--- config.mk ---
export PLATFORM = sky130hd
export DESIGN_NAME = multi_key_debounce
export DESIGN_NICKNAME = d
export VERILOG_FILES = /design/src/rtl/multi_key_debounce.sv
export SDC_FILE = /design/constraint.sdc
export NUM_CORES = 1
export LEC_CHECK = 0
export ABC_AREA = 1
export CAP_MARGIN = 0
export CELL_PAD_IN_SITES_DETAIL_PLACEMENT = 1
export CELL_PAD_IN_SITES_GLOBAL_PLACEMENT = 1
export CORE_UTILIZATION = 30
export CTS_BUF_LIST = sky130_fd_sc_hd__clkbuf_16
export CTS_CLUSTER_DIAMETER = 30
export CTS_CLUSTER_SIZE = 40
export DETAILED_ROUTE_END_ITERATION = 12
export PLACE_DENSITY = 0.64
export REMOVE_ABC_BUFFERS = 1
export SLEW_MARGIN = 5
export SYNTH_ARGS = -nofsm -noshare
export SYNTH_HDL_FRONTEND = slang
export SYNTH_SLANG_ARGS = --single-unit
--- constraint.sdc ---
create_clock -name sys_clk -period 18.4 [get_ports sys_clk]
set_input_delay 4.6 -clock sys_clk [delete_from_list [all_inputs] [get_ports sys_clk]]
set_output_delay 4.6 -clock sys_clk [all_outputs]
set_load 0.02 [all_outputs]
--- src/rtl/multi_key_debounce.sv ---
// Multi-channel key debouncer: 2-flop synchronizer, per-channel lockout FSM,
// registered press/release pulses and a saturating long-press detector.
module multi_key_debounce #(
  parameter int CH         = 4,
  parameter int TIME       = 240000,
  parameter int BITS       = 20,
  parameter int HOLD       = 24000000,
  parameter int HBITS      = 25,
  parameter int ACTIVE_LOW = 1
) (
  input  logic          sys_clk,
  input  logic          rst,
  input  logic [CH-1:0] key_i,
  output logic [CH-1:0] key_o,
  output logic [CH-1:0] press_o,
  output logic [CH-1:0] release_o,
  output logic [CH-1:0] hold_o
);

  localparam logic [0:0] ST_IDLE = 1'b0;
  localparam logic [0:0] ST_LOCK = 1'b1;

  localparam logic IDLE_LVL  = (ACTIVE_LOW != 0) ? 1'b1 : 1'b0;
  localparam logic PRESS_LVL = (ACTIVE_LOW != 0) ? 1'b0 : 1'b1;

  localparam logic [BITS-1:0]  LOCK_LAST = BITS'(TIME - 1);
  localparam logic [BITS-1:0]  LOCK_ZERO = {BITS{1'b0}};
  localparam logic [BITS-1:0]  LOCK_ONE  = BITS'(1'b1);
  localparam logic [HBITS-1:0] HOLD_LAST = HBITS'(HOLD - 1);
  localparam logic [HBITS-1:0] HOLD_ZERO = {HBITS{1'b0}};
  localparam logic [HBITS-1:0] HOLD_ONE  = HBITS'(1'b1);

  for (genvar g = 0; g < CH; g++) begin : g_ch
    logic             meta_r;
    logic             sync_r;
    logic             key_r;
    logic             press_r;
    logic             release_r;
    logic             hold_r;
    logic [0:0]       state_r;
    logic [BITS-1:0]  lock_cnt_r;
    logic [HBITS-1:0] hold_cnt_r;

    logic             key_s;
    logic             press_s;
    logic             release_s;
    logic             hold_s;
    logic [0:0]       state_s;
    logic [BITS-1:0]  lock_cnt_s;
    logic [HBITS-1:0] hold_cnt_s;

    // Two-flop synchronizer on the raw key level
    always_ff @(posedge sys_clk or posedge rst) begin
      if (rst) begin
        meta_r <= IDLE_LVL;
        sync_r <= IDLE_LVL;
      end else begin
        meta_r <= key_i[g];
        sync_r <= meta_r;
      end
    end

    // Lockout FSM: accept a new level only when idle, then ignore the input for TIME cycles
    always_comb begin
      state_s    = state_r;
      lock_cnt_s = lock_cnt_r;
      key_s      = key_r;
      press_s    = 1'b0;
      release_s  = 1'b0;
      case (state_r)
        ST_IDLE: begin
          lock_cnt_s = LOCK_ZERO;
          if (sync_r != key_r) begin
            key_s     = sync_r;
            state_s   = ST_LOCK;
            press_s   = (sync_r == PRESS_LVL);
            release_s = (sync_r != PRESS_LVL);
          end else begin
            state_s = ST_IDLE;
          end
        end
        ST_LOCK: begin
          if (lock_cnt_r == LOCK_LAST) begin
            state_s    = ST_IDLE;
            lock_cnt_s = LOCK_ZERO;
          end else begin
            lock_cnt_s = lock_cnt_r + LOCK_ONE;
          end
        end
        default: begin
          state_s    = ST_IDLE;
          lock_cnt_s = LOCK_ZERO;
        end
      endcase
    end

    // Long-press tracking; the counter sees the current debounced level, so it lags key_o by one cycle
    always_comb begin
      hold_cnt_s = hold_cnt_r;
      hold_s     = hold_r;
      if (key_r != PRESS_LVL) begin
        hold_cnt_s = HOLD_ZERO;
      end else if (hold_cnt_r != HOLD_LAST) begin
        hold_cnt_s = hold_cnt_r + HOLD_ONE;
      end else begin
        hold_cnt_s = hold_cnt_r;
      end
      if (release_s) begin
        hold_s = 1'b0;
      end else if ((key_r == PRESS_LVL) && (hold_cnt_r == HOLD_LAST)) begin
        hold_s = 1'b1;
      end else begin
        hold_s = hold_r;
      end
    end

    // Channel state and registered outputs
    always_ff @(posedge sys_clk or posedge rst) begin
      if (rst) begin
        state_r    <= ST_IDLE;
        lock_cnt_r <= LOCK_ZERO;
        hold_cnt_r <= HOLD_ZERO;
        key_r      <= IDLE_LVL;
        press_r    <= 1'b0;
        release_r  <= 1'b0;
        hold_r     <= 1'b0;
      end else begin
        state_r    <= state_s;
        lock_cnt_r <= lock_cnt_s;
        hold_cnt_r <= hold_cnt_s;
        key_r      <= key_s;
        press_r    <= press_s;
        release_r  <= release_s;
        hold_r     <= hold_s;
      end
    end

    assign key_o[g]     = key_r;
    assign press_o[g]   = press_r;
    assign release_o[g] = release_r;
    assign hold_o[g]    = hold_r;
  end

endmodule

Word-level counts from Yosys, hierarchy flattened
Cells that the tools add are included.
Widths: inputs -> output; s select.
Storage, ports and cells
  register bits after elaboration: 208
  latch bits: 0
  memory bits (writable): 0
  ROM bits: 0
  output and inout port bits: 16
  memories kept: 0
Operators by class
  $add $sub $neg: 8
  multiply operators: 0
  div/mod/pow operators: 0
  magnitude comparators: 0
  equal/unequal tests: 16
  shift operators: 0
  multiplexer cells: 52
  bitwise gates (word level): 12
  reductions and logical operators: 16
Operators with widths (count)
  $mux 25: 8
  $pmux 20 s2: 4
  $add 25x1->25 const B: 4
  $eq 25x25->1 const B: 4
  $ne 25x25->1 const B: 4
  $add 20x1->20 const B: 4
  $eq 20x18->1 const B: 4
  $mux 20: 4
  $mux 1: 32
  $reduce_bool 2->1: 8
  $not 1->1: 12
  $pmux 1 s2: 4
  $reduce_and 2->1: 4
  $logic_and 1x1->1: 4
  $ne 1x1->1: 4

Depth between registers and ports, before layout
Gate-level depths: netlist of run 1.
  word-level depth: 4
  mapped depth: 9
  gate-level depth less buffers: 9

Worst setup path before layout of run 1
Ideal clock, no wire load.
  path kind: register -> output
  start point: register g_ch[2].key_r
  end point: output port key_o[2]
  arrival time: 701 ps
  required time: 13800 ps
  path slack: 13099 ps
  cell stages (with the launch flop): 2
  buffers on the path: 1
  cells stage by stage: dfstp_2 > buf_4
RTL lines
  start, declared: RTL line 36  | logic key_r;
  start signal, assigned: RTL line 131  | key_r <= key_s;
  end, declared: RTL line 14  | output logic [CH-1:0] key_o,
No word-level cell between the ends.

Worst setup path in the final report of run 1
  start point: register g_ch[2].key_r
  end point: output port key_o[2]
No word-level cell between the ends.

==> results.yml, run 1 <==
die:
  dieArea_um2: 39900
  pin_count: 22
  die-height_um: 200
  start_util: 0.304
  core-area_um2: 38600
  die_x_um: 200
  fp-row-count: 72
detailed_routing:
  drt_iter0_drc: 359
  routed_via_density: 4.57
  routed_wl_um: 31600
  drt_pass1_iterations: 4
  vias: 10400
  drt-wirelength-per-cell_um: 13.8
  remaining_drc_errors: 0
  ant_nets: 0
critical_path:
  cp-start-kind: "register"
  path_max_fanout: 16
  cp_num_buf_inv: 1
  critPathSlowestCell: "dfstp_2"
  slowest_delay_ps: 740
  worstSetupPathType: "register to output port"
  required_ps: 13800
  cp_data_arrival_time_ps: 2010
  cp-end-kind: "output port"
  crit_family: "flip-flops"
  path_cells: "clkdlybuf4s50_1"
sta:
  setup_viol: 0
  finalCritPeriodShare: 0.359
  hold_violations: 0
  drv_slew: 0
  fin_setup_tns_ps: 0
  period_minus_slack_ps: 6610
  tightest_slew_ps: 848
  fmax_ghz: 0.151
  rsz0062_at_grt: "no"
  skew_ps: 33.4
  slew_headroom: 0.435
cts:
  cts_buffer_depth: 3
  cts-root-buf: "clkbuf_16"
  clk_pin_slew_ps: 40
  insertion_delay_ps: 600
  cts_buffers: 59
  cts_htree_levels: 2
  cts_setup_buffers: 0
  cts_resized: 0
  hold_buffers: 0
  tritoncts: "done"
  clock-sinks: 208
final_layout:
  multiInputGateArea_um2: 5690
  most-common-layout-cells: "nand2_1 (543), nor2_1 (374), dfrtp_1 (196)"
  n_fill_cell: 4765
  area_delta_synth_final_pct: 23.6
  drive_gt1_frac: 0.112
  seq_area_um2: 5220
  finalNetCount: 1741
  num_antenna_cells: 0
  final_common_cell: "nand2_1"
logic_synthesis:
  syn_area_per_cell_um2: 7.06
  syn_inst: 1663
  async_reset_ff_frac: 1.00
  synth_edf_count: 0
  ys.flop_type: "dfrtp_1"
  ys_types: 39
  syn_area_um2: 11700
  seq_area_frac_synth: 0.444
  ys_seq_elements: 208
  ys_warn_count: 0
pwr:
  p_leak_nw: 6.47
  power_density_nw_per_um2: 127
  p_total_mw: 1.85
  ir_drop_mv: 0.0721
global_routing:
  grt_overflow: 0
  track_usage: 0.169
  grt_pass1_vias: 11100
  grt_max_degree: 97
  grt_pass1_wl_um: 54300
  antenna_found_initial: 0
placement:
  hpwlAfterDp_um: 22500
  gp_congestion: 0.789
  portBuffers: 21
status:
  status: "completed"
job:
  cap_violations: 0
min_path:
  min_path_type: "register to register"
## cells in the mapped netlist (all sizes together), types with 13 or more instances
cell type | n | area, µm²
dfrtp | 196 | 4900
ha | 16 | 200
inv | 168 | 631
nor2 | 404 | 1640
buf | 21 | 151
or2 | 23 | 144
o21ai | 29 | 149
xor2 | 35 | 307
nor3 | 14 | 70.1
xnor2 | 13 | 114
nand3 | 123 | 681
nand2 | 552 | 2100
## worst paths after layout
| path | slack (ps) | end | depth (start not counted) | start |
|---|---|---|---|---|
| setup / recovery | 11790 | key_o[2] | 1 | g_ch[2].key_r |
| hold / removal | 350 | g_ch[1].sync_r | 0 | g_ch[1].meta_r |
| setup reg to reg | 16310 | g_ch[3].hold_r | 5 | g_ch[3].key_r |
| hold reg to reg | 350 | g_ch[1].sync_r | 0 | g_ch[1].meta_r |
| max in group asynchronous | 11880 | g_ch[3].state_r | 4 | rst |
| min in group asynchronous | 4550 | g_ch[1].hold_r | 2 | rst |
## registers in the layout, summed over array words and instances (netlist names)
| name | flops |
|---|---|
| g_ch.hold_cnt_r | 100 |
| g_ch.lock_cnt_r | 80 |
| g_ch.hold_r | 4 |
| g_ch.key_r | 4 |
| g_ch.meta_r | 4 |
| g_ch.press_r | 4 |
| g_ch.release_r | 4 |
| g_ch.state_r | 4 |
| g_ch.sync_r | 4 |
## area by class of cell
| type | count | area share |
|---|---|---|
| inverters | 174 | 0.0456 |
| flip-flops and latches | 208 | 0.359 |
| multi-input cells | 1253 | 0.392 |
| repair buffers | 23 | 0.0155 |
| clock buffers | 59 | 0.102 |
| clock inverters | 53 | 0.0410 |
| well taps | 518 | 0.0446 |
## stage by stage
| step | setup slack (ps) | cell area (µm²) | hold slack [ps] | instances | util |
|---|---|---|---|---|---|
| after floorplan | 8140 | 11600 | 345 | 1635 | - |
| after global placement | 11100 | 12400 | 347 | 2176 | 0.322 |
| after detailed placement | 11080 | 12400 | 349 | 2176 | 0.322 |
| after CTS | 11700 | 14500 | 356 | 2288 | 0.376 |
| after global routing | 11450 | 14500 | 357 | 2288 | 0.376 |
| final | 11790 | 14500 | 353 | 2288 | 0.376 |
## power breakdown
group	internal, mW	leakage [nW]	switching, mW
combinational	0.0695	2.67	0.137
sequential	0.514	2.79	0.0758
clock	0.733	1.01	0.318
## worst reg2reg max path: stages, from the launching register on
cell	delay [ps]
dfstp_2	720
clkinv_1	620
ha_1	440
inv_1	50
nor2_1	60
a21oi_1	130
## cell families (layout without fill, tap and decap cells)
| kind of cell | after synthesis | count (layout) | synth area share |
|---|---|---|---|
| XOR/XNOR | 48 | 48 | 0.0358 |
| adder cells (fa/ha/maj) | 16 | 16 | 0.0170 |
| AO/OA/AOI/OAI | 52 | 52 | 0.0250 |
| flip-flops | 208 | 208 | 0.444 |
| AND/OR/NAND/NOR | 1137 | 1137 | 0.407 |
| buffers and inverters | 202 | 309 | 0.0708 |
## layer usage
metal  GRT usage  wire length (µm)  vias up
li1            -                 -     5241
met1       0.216             14900     5055
met2       0.285             14900      101
met3      0.0366              1060       51
met4      0.0543               679        0
met5           0                 0        -
Note: power is estimated with default switching activity, not from simulation.
==> run 2: changes to the inputs <==
Clock period 18.4 ns to 6.5 ns, I/O delays scaled along.
==> run 2 against run 1 <==
Clock power rose to 2.9 times the previous value. Sequential power rose to 2.8 times the previous value. Sequential share of layout area down 0.18 points. Critical endpoint is now key_o[1]. Highest routed layer unchanged.
==> results.yml, run 2 (synthesis gave the netlist of run 1 again) <==
critical_path:
  cp-start-kind: "register"
  worstSetupPathType: "register to output port"
  path_cells: "clkdlybuf4s50_1"
  cp_data_arrival_time_ps: 1990
  r2r_slack_ps: 4350
  cp-end-kind: "output port"
  cp_num_buf_inv: 1
  path_max_fanout: 16
  critPathSlowestCell: "dfstp_2"
  slowest_delay_ps: 760
  required_ps: 4880
  crit_family: "flip-flops"
detailed_routing:
  remaining_drc_errors: 0
  vias: 10400
  routed_wl_um: 31300
  routed_via_density: 4.53
  drt-wirelength-per-cell_um: 13.6
  drt_pass1_iterations: 7
  drt_iter0_drc: 308
  ant_nets: 0
pwr:
  sequentialPowerShare: 0.317
  p_leak_nw: 6.55
  p_int_mw: 3.78
  power_density_nw_per_um2: 362
  p_total_mw: 5.29
  combPwrFrac: 0.112
  ir_drop_mv: 0.201
  clockPowerShare: 0.572
  swShare: 0.285
  netSwitchingPower_mw: 1.51
cts:
  clock-sinks: 208
  hold_buffers: 0
  cts_buffer_depth: 3
  cts_resized: 0
  insertion_delay_ps: 560
  clk_pin_slew_ps: 40
  cts_htree_levels: 3
  tritoncts: "done"
  cts_buffers: 66
  cts_setup_buffers: 0
  cts-root-buf: "clkbuf_16"
final_layout:
  largest_reg_flops: 100
  top_regs: "g_ch.hold_cnt_r: 100 flops, g_ch.lock_cnt_r: 80 flops"
  multiInputGateArea_um2: 5690
  regMostFlops: "g_ch.hold_cnt_r"
  most-common-layout-cells: "nand2_1 (543), nor2_1 (374), dfrtp_1 (196)"
  finish.instance_area_um2: 14600
  seq_area_um2: 5220
  drive_gt1_frac: 0.112
  num_antenna_cells: 0
  finalNetCount: 1749
  area_delta_synth_final_pct: 24.2
  final_common_cell: "nand2_1"
  finish.utilization: 0.378
  n_fill_cell: 4758
global_routing:
  grt_overflow: 0
  grt_max_degree: 111
  track_usage: 0.170
  grt_pass1_wl_um: 54500
  antenna_found_initial: 0
  grt_pass1_vias: 11100
sta:
  period_minus_slack_ps: 3620
  setup_viol: 0
  fmax_ghz: 0.276
  finalCritPeriodShare: 0.557
  tightest_slew_ps: 821
  rsz0062_at_grt: "no"
  holdWs_ps: 353
  fin_setup_tns_ps: 0
  slew_headroom: 0.452
  hold_violations: 0
  skew_ps: 23.1
  drv_slew: 0
min_path:
  min_path_type: "register to register"
placement:
  gp_congestion: 0.801
  portBuffers: 21
  place_area_um2: 12500
  hpwlAfterDp_um: 22300
die:
  pin_count: 22
  dieArea_um2: 39900
  core-area_um2: 38600
  start_util: 0.304
  die_x_um: 200
  fp-row-count: 72
  die-height_um: 200
job:
  cap_violations: 0
status:
  status: "completed"
## run 2: changes by cell type in the layout (fill, tap and decap cells not counted), sizes merged
cell | before | now
inv | 176 | 182
buf | 2 | 3
clkinv | 29 | 32
clkbuf | 59 | 67
bufinv | 11 | 7
clkinvlp | 11 | 5
## run 2: stage by stage
| stage | std cells | setup WS [ps] |
|---|---|---|
| 2_1_floorplan | 1635 | -786 |
| 3_3_place_gp | 2177 | 3180 |
| 4_1_cts | 2296 | 2820 |
| 6_report | 2296 | 2880 |
| 5_1_grt | 2296 | 2790 |
| 3_5_place_dp | 2177 | 3170 |
## run 2: final timing paths
path | from | endpoint | cells after the start
max | g_ch[1].key_r | key_o[1] | 1
min | g_ch[0].meta_r | g_ch[0].sync_r | 0
max reg2reg | g_ch[3].key_r | g_ch[3].hold_r | 5
min reg2reg | g_ch[0].meta_r | g_ch[0].sync_r | 0
max in group asynchronous | rst | g_ch[2].key_r | 3
min in group asynchronous | rst | g_ch[1].release_r | 2
## run 2: power by group through the flow
stage	Clock (mW)	Combinational (mW)	Sequential, mW
2_1_floorplan	0	0.404	1.64
3_3_place_gp	0	0.579	1.68
3_5_place_dp	0	0.600	1.69
4_1_cts	3.11	0.607	1.68
5_1_grt	3.18	0.692	1.71
6_report	3.02	0.590	1.67
## run 2: metal layers
layer	part of all wire	GRT usage	up-vias
li1	-	-	5249
met1	0.48	0.225	4996
met2	0.46	0.274	94
met3	0.029	0.0338	54
met4	0.025	0.0619	0
met5	0	0	-
## run 2: cell type report
class,count,share of cell area
multi-input cells,1253,0.390
flip-flops and latches,208,0.358
clock buffers,67,0.115
inverters,174,0.0454
well taps,518,0.0444
clock inverters,52,0.0316
repair buffers,24,0.0159
